--- src/rtl/ram_arb_pkg.sv ---
// Shared types and width helpers for the RAM port arbiter.
//   arb_state_e  : arbiter FSM state (IDLE = free round-robin, LOCKED = burst owner holds port)
//   idx_width()  : bits needed to index NUM_REQ requesters (minimum 1)
//   wstrb_width(): byte-lane count for a data width / lane width pair
package ram_arb_pkg;

    typedef enum logic {
        IDLE   = 1'b0,
        LOCKED = 1'b1
    } arb_state_e;

    function automatic int unsigned idx_width(input int unsigned n);
        return (n > 1) ? $clog2(n) : 1;
    endfunction

    function automatic int unsigned wstrb_width(input int unsigned dw, input int unsigned bw);
        return dw / bw;
    endfunction

endpackage

--- src/rtl/rr_priority_pick.sv ---
// Combinational round-robin picker.
//   valid     : per-requester request lines
//   prio_ptr  : requester index that has highest priority this cycle
//   grant     : one-hot winner (all zero when nothing is valid)
//   grant_idx : binary index of the winner
//   any_valid : at least one requester is valid
module rr_priority_pick
    import ram_arb_pkg::*;
#(
    parameter int unsigned NUM_REQ = 4,
    parameter int unsigned IDX_W   = idx_width(NUM_REQ)
) (
    input  logic [NUM_REQ-1:0] valid,
    input  logic [IDX_W-1:0]   prio_ptr,
    output logic [NUM_REQ-1:0] grant,
    output logic [IDX_W-1:0]   grant_idx,
    output logic               any_valid
);

    logic [2*NUM_REQ-1:0] valid_dbl;
    logic [NUM_REQ-1:0]   valid_rot;
    int unsigned          pos;

    always_comb begin
        // Rotating the doubled vector puts prio_ptr at bit 0; the first set bit is the winner.
        valid_dbl = {valid, valid};
        valid_rot = NUM_REQ'(valid_dbl >> prio_ptr);
        grant     = '0;
        grant_idx = '0;
        any_valid = 1'b0;
        pos       = 0;
        for (int unsigned k = 0; k < NUM_REQ; k++) begin
            if (!any_valid && valid_rot[k]) begin
                any_valid = 1'b1;
                pos       = k + 32'(prio_ptr);
                if (pos >= NUM_REQ) begin
                    pos = pos - NUM_REQ;
                end
                grant_idx = pos[IDX_W-1:0];
            end
        end
        if (any_valid) begin
            grant[grant_idx] = 1'b1;
        end
    end

endmodule

--- src/rtl/ram_port_arbiter.sv ---
// Shares one byte-lane RAM port among NUM_REQ requesters.
// Round-robin grant with burst lock (req_last releases), combinational RAM drive from the granted
// beat, and a registered one-hot tag that routes the 1-cycle-late read data to its issuer.
//   clk, rst_n                : clock, asynchronous active-low reset
//   req_valid/ready/we/last   : per-requester beat handshake and attributes
//   req_addr/wdata/wstrb      : per-requester beat payload, flattened (requester i at slice i)
//   rsp_valid, rsp_rdata      : one-hot read response and shared read data
//   ram_addr/wdata/write_en   : RAM command port
//   ram_rdata                 : RAM read data, valid one cycle after the address
module ram_port_arbiter
    import ram_arb_pkg::*;
#(
    parameter int unsigned NUM_REQ    = 4,
    parameter int unsigned ADDR_WIDTH = 16,
    parameter int unsigned DATA_WIDTH = 32,
    parameter int unsigned BYTE_WIDTH = 8,
    parameter int unsigned WSTRB_W    = wstrb_width(DATA_WIDTH, BYTE_WIDTH)
) (
    input  logic                          clk,
    input  logic                          rst_n,
    input  logic [NUM_REQ-1:0]            req_valid,
    output logic [NUM_REQ-1:0]            req_ready,
    input  logic [NUM_REQ-1:0]            req_we,
    input  logic [NUM_REQ-1:0]            req_last,
    input  logic [NUM_REQ*ADDR_WIDTH-1:0] req_addr,
    input  logic [NUM_REQ*DATA_WIDTH-1:0] req_wdata,
    input  logic [NUM_REQ*WSTRB_W-1:0]    req_wstrb,
    output logic [NUM_REQ-1:0]            rsp_valid,
    output logic [DATA_WIDTH-1:0]         rsp_rdata,
    output logic [ADDR_WIDTH-1:0]         ram_addr,
    output logic [DATA_WIDTH-1:0]         ram_wdata,
    output logic [WSTRB_W-1:0]            ram_write_en,
    input  logic [DATA_WIDTH-1:0]         ram_rdata
);

    localparam int unsigned IDX_W = idx_width(NUM_REQ);

    arb_state_e            state_q, state_d;
    logic [IDX_W-1:0]      owner_q, owner_d;
    logic [IDX_W-1:0]      prio_ptr_q, prio_ptr_d;
    logic [NUM_REQ-1:0]    rsp_valid_q, rsp_valid_d;
    logic [DATA_WIDTH-1:0] rdata_hold_q, rdata_hold_d;

    logic [NUM_REQ-1:0]    pick_grant;
    logic [IDX_W-1:0]      pick_idx;
    logic                  pick_any;

    logic [NUM_REQ-1:0]    grant;
    logic [IDX_W-1:0]      grant_idx;
    logic                  granted;
    logic [IDX_W-1:0]      next_ptr;

    logic                  sel_we;
    logic                  sel_last;
    logic [ADDR_WIDTH-1:0] sel_addr;
    logic [DATA_WIDTH-1:0] sel_wdata;
    logic [WSTRB_W-1:0]    sel_wstrb;

    rr_priority_pick #(
        .NUM_REQ (NUM_REQ),
        .IDX_W   (IDX_W)
    ) u_pick (
        .valid     (req_valid),
        .prio_ptr  (prio_ptr_q),
        .grant     (pick_grant),
        .grant_idx (pick_idx),
        .any_valid (pick_any)
    );

    // Grant: free pick when idle, owner only when locked; nothing while reset is asserted.
    always_comb begin
        grant     = '0;
        grant_idx = '0;
        granted   = 1'b0;
        if (rst_n) begin
            if (state_q == IDLE) begin
                grant     = pick_grant;
                grant_idx = pick_idx;
                granted   = pick_any;
            end else if (req_valid[owner_q]) begin
                grant[owner_q] = 1'b1;
                grant_idx      = owner_q;
                granted        = 1'b1;
            end
        end
        next_ptr = (grant_idx == IDX_W'(NUM_REQ - 1)) ? '0 : grant_idx + 1'b1;
    end

    // Payload of the granted beat; all zero when nothing is granted.
    always_comb begin
        sel_we    = 1'b0;
        sel_last  = 1'b0;
        sel_addr  = '0;
        sel_wdata = '0;
        sel_wstrb = '0;
        for (int unsigned i = 0; i < NUM_REQ; i++) begin
            if (grant[i]) begin
                sel_we    = req_we[i];
                sel_last  = req_last[i];
                sel_addr  = req_addr[i*ADDR_WIDTH +: ADDR_WIDTH];
                sel_wdata = req_wdata[i*DATA_WIDTH +: DATA_WIDTH];
                sel_wstrb = req_wstrb[i*WSTRB_W +: WSTRB_W];
            end
        end
    end

    always_comb begin
        state_d    = state_q;
        owner_d    = owner_q;
        prio_ptr_d = prio_ptr_q;
        if (granted) begin
            if (sel_last) begin
                state_d    = IDLE;
                prio_ptr_d = next_ptr;
            end else begin
                state_d = LOCKED;
                owner_d = grant_idx;
            end
        end
        rsp_valid_d  = (granted && !sel_we) ? grant : '0;
        // Keep the last returned word so rsp_rdata holds between responses.
        rdata_hold_d = (|rsp_valid_q) ? ram_rdata : rdata_hold_q;
    end

    always_ff @(posedge clk or negedge rst_n) begin
        if (!rst_n) begin
            state_q      <= IDLE;
            owner_q      <= '0;
            prio_ptr_q   <= '0;
            rsp_valid_q  <= '0;
            rdata_hold_q <= '0;
        end else begin
            state_q      <= state_d;
            owner_q      <= owner_d;
            prio_ptr_q   <= prio_ptr_d;
            rsp_valid_q  <= rsp_valid_d;
            rdata_hold_q <= rdata_hold_d;
        end
    end

    assign req_ready    = grant;
    assign ram_addr     = sel_addr;
    assign ram_wdata    = sel_we ? sel_wdata : '0;
    assign ram_write_en = sel_we ? sel_wstrb : '0;
    assign rsp_valid    = rsp_valid_q;
    // RAM data arrives one cycle after the address, i.e. in the same cycle as the tag.
    assign rsp_rdata    = (|rsp_valid_q) ? ram_rdata : rdata_hold_q;

endmodule

--- config.mk ---
export PLATFORM = sky130hd
export DESIGN_NAME = ram_port_arbiter
export DESIGN_NICKNAME = d
export VERILOG_FILES = /design/src/rtl/ram_arb_pkg.sv /design/src/rtl/rr_priority_pick.sv /design/src/rtl/ram_port_arbiter.sv
export SDC_FILE = /design/constraint.sdc
export NUM_CORES = 1
export LEC_CHECK = 0
export BUFFER_PORTS_ARGS = -buffer_cell sky130_fd_sc_hd__buf_2
export CORE_AREA = 10 10 127 129
export CTS_CLUSTER_SIZE = 40
export DETAILED_ROUTE_END_ITERATION = 16
export DIE_AREA = 0 0 137 139
export PLACE_DENSITY_LB_ADDON = 0.08
export SLEW_MARGIN = 30
export SYNTH_ARGS = -nofsm -noshare
export SYNTH_HDL_FRONTEND = slang
export SYNTH_SLANG_ARGS = --single-unit
--- constraint.sdc ---
create_clock -name clk -period 2.9 [get_ports clk]
set_clock_uncertainty 0.05 [all_clocks]
set_input_delay 0.435 -clock clk [delete_from_list [all_inputs] [get_ports clk]]
set_output_delay 0.435 -clock clk [all_outputs]
set_load 0.03 [all_outputs]
==> results.txt <==
die extent in x: 137 um
largest net degree at the start of global routing: 44
family with the most delay on the worst path: simple AND/OR/NAND/NOR gates
Crit Path Class: register to output port
unrepaired setup endpoints after global routing: true
CTS Root Cell: clkbuf_16
Worst setup SP type: register
worst vdd ir: 0.426 mV
TNS Setup: -5.23 ns
Hold Fails Final Rpt: 0
wire length of the first global-routing pass: 29900 um
DRT Pass-1 Iters: 7
worst hold endpoint: rsp_valid[3]$_DFF_PN0_
total CTS buffers: 5
initial antenna violation count: 5
power per standard cell area: 1040 mW/mm^2
total of fill cells in the finished design: 1363
multi-input logic area: 0.00225 mm^2
clock sink count: 41
most used cell, CP: buf_4
initial DRC count: 425
area share of the largest cell type after synthesis: 0.334
slew margin rel.: 0.635
Mapped Avg Cell Area: 8.73 um^2
Worst Path Max Fanout: 14
worst min-delay path category: input port to register
failing checks: setup timing
worst reg2reg setup slack: 0.13 ns
share of layout cells above drive strength 1: 0.719
slowest stage cell on the critical path: dfrtp_2
CP required: 2.41 ns
Post-synth top flop: dfrtp_1
Routed Wire Length: 21400 um
# port buffers: 345
RR Endpoint: owner_q[0]$_DFFE_PN0P_
CTS H-tree depth: 2
GRT overflow: 0
Routed Antenna Nets: 0
dpl hpwl: 17700 um
worst path arrival time: 2.57 ns
Post-synth ARST share: 1.00
pre-CTS setup slack: -0.214 ns
Post-synth EDFFs: 0
synthesized instance count: 352
yosys warns: 0
Setup WS post-layout: -0.155 ns
hold path cells: 2
met2 Use GR: 0.366
syn_nets: 606
Distinct cells, synth: 41
I/O pin count: 346
Seq/Total Area, Yosys: 0.334
Seq. cell area: 0.00103 mm^2
main area contributors after synthesis: dfrtp_1, mux2_2, a222oi_1, nand2_1, o21ai_0
vias in the first global route: 4837
fin crit share: 1.05
area of the mapped netlist: 0.00307 mm^2
Std-Cell Rows: 43
Remaining DRCs: 0
RD Place Congestion: 1.00
CTS tree: built
Nets: 992
Die ar.: 0.0190 mm^2
final setup vio count: 52
grt met3 use: 0.0649
Reg clk slew, reported paths: 0.06 ns
cells along the critical path: nor2b_4 > buf_4 > nor3_4 > nor2_2 > o41ai_4 > and2_1 > or3_4 > buf_12 > o21ai_0 > buf_4
Yosys reg bits: 41
Slew @ Worst Pin: 0.547 ns
max incr delay on CP: 0.45 ns
largest area contributor in the netlist: dfrtp_1
core area: 0.0137 mm^2
clk_lat worst skew: 0.28 ns
min-delay src: req_we[3]
Routed WL per cell: 23.2 um
Syn-to-layout area delta: 112%
leakage: 3.16 nW
outcome: complete, but fails checks
commonest non-fill, non-tap cell in the layout: buf_2
All-Layer GR Usage: 0.204
die span in y: 139 um
gr busiest metal: met2
Worst Setup End Kind: output port
Max clock buf depth: 2
Via Count: 4635
maxcap violations: 0
Max Clk Rate: 327 MHz
commonest cells after routing, fill and taps aside: buf_2, nand2_1, buf_6, buf_4, dfrtp_1
met1 Use GR: 0.229
Initial Util: 0.225
Vias/cell: 5.03
R2R Path Start: prio_ptr_q[0]$_DFFE_PN0P_
fin. max-slew vios: 0
Tmin final: 3.06 ns
CP bufs+invs: 3
Worst Reg-to-Reg Cells: 10
==> worst register-to-register path: cells and delay by family (launching register included) <==
family | cells | cell delay [ns]
flip-flops | 1 | 0.45
AO/OA/AOI/OAI | 4 | 0.99
multiplexers | 1 | 0.33
buffers and inverters | 3 | 0.40
AND/OR/NAND/NOR | 2 | 0.44
==> synth_stat cells, drive strengths merged, types with 2 or more instances <==
| master | count |
|---|---|
| a21oi | 8 |
| inv | 4 |
| dfrtp | 41 |
| nor2b | 6 |
| o31ai | 2 |
| a221oi | 2 |
| nand4 | 2 |
| a222oi | 35 |
| or3 | 2 |
| nor2 | 23 |
| buf | 4 |
| clkbuf | 32 |
| a221o | 16 |
| mux2 | 33 |
| and2 | 4 |
| o21ai | 40 |
| or2 | 3 |
| a211oi | 20 |
| nor3 | 2 |
| nand2 | 58 |
==> report_power, final <==
part           switching [mW]  internal [mW]  leakage, nW
Sequential              0.106          0.853        0.481
Clock                   0.210          0.430       0.0841
Combinational            2.95           2.24         2.59
Total                    3.26           3.52         3.16
==> how the worst max path moves through the flow <==
stage               slack [ns]  depth (start not counted)         endpoint                       from
detailed placement       -0.21                         11  ram_write_en[2]               req_valid[0]
global route             -0.23                         10  ram_write_en[1]  prio_ptr_q[0]$_DFFE_PN0P_
floorplan                -0.20                          9     ram_wdata[0]               req_valid[2]
global placement         -0.18                         11    ram_wdata[17]               req_valid[0]
CTS                      -0.15                         10    ram_wdata[29]  prio_ptr_q[0]$_DFFE_PN0P_
finish                   -0.16                         10     ram_wdata[1]  prio_ptr_q[0]$_DFFE_PN0P_
==> sequential cells by signal, summed over array words and instances, names as in the netlist <==
register / count
rdata_hold_q: 32
owner_q: 2
state_q: 1
prio_ptr_q: 2
rsp_valid: 4
==> layer usage <==
metal  routed length [um]  share of wire  vias to the layer above
met5                   13        0.00061                        -
met4                  229          0.011                        2
met3                 2280           0.11                       18
met1                 7690           0.36                     2190
li1                     -              -                     2157
met2                11200           0.52                      268
==> cell type report <==
class                      count  share of cell area
multi-input combinational    270               0.344
clock buffer                   7              0.0218
inverter                       5             0.00306
antenna                        3             0.00115
sequential                    41               0.158
timing repair buffer         415               0.433
tap                          180              0.0345
clock inverter                 1             0.00460
==> repair_timing <==
item / CTS / global route
hold buffers: 0 / 0
resized for setup: 108 / 106
pin swaps: 19 / 7
cloned: 2 / 4
endpoints found under the setup margin: 53 / 52
setup buffers: 6 / 3
==> cell families (layout without fill, tap and decap cells) <==
logic type             Yosys count  after routing  share of synthesized area
DFF                             41             41                      0.334
muxes                           34             34                      0.125
AOI/OAI and AO/OA              130            130                      0.333
and+or+nand+nor                106            106                      0.153
buffers and inverters           41            428                     0.0553
other                            0              3                          0
==> metrics by stage <==
step | total power [mW] | area (um^2) | std cells | util | hold WS (ns)
6_report | 6.79 | 6530 | 922 | 0.478 | 0.286
4_1_cts | 6.40 | 6090 | 912 | 0.446 | 0.283
5_1_grt | 7.18 | 6530 | 922 | 0.478 | 0.287
3_5_place_dp | 5.30 | 5440 | 896 | 0.398 | 0.432
2_1_floorplan | 3.66 | 3090 | 352 | - | 0.0894
3_3_place_gp | 5.29 | 5440 | 896 | 0.398 | 0.424
(Power assumes the default switching activity.)
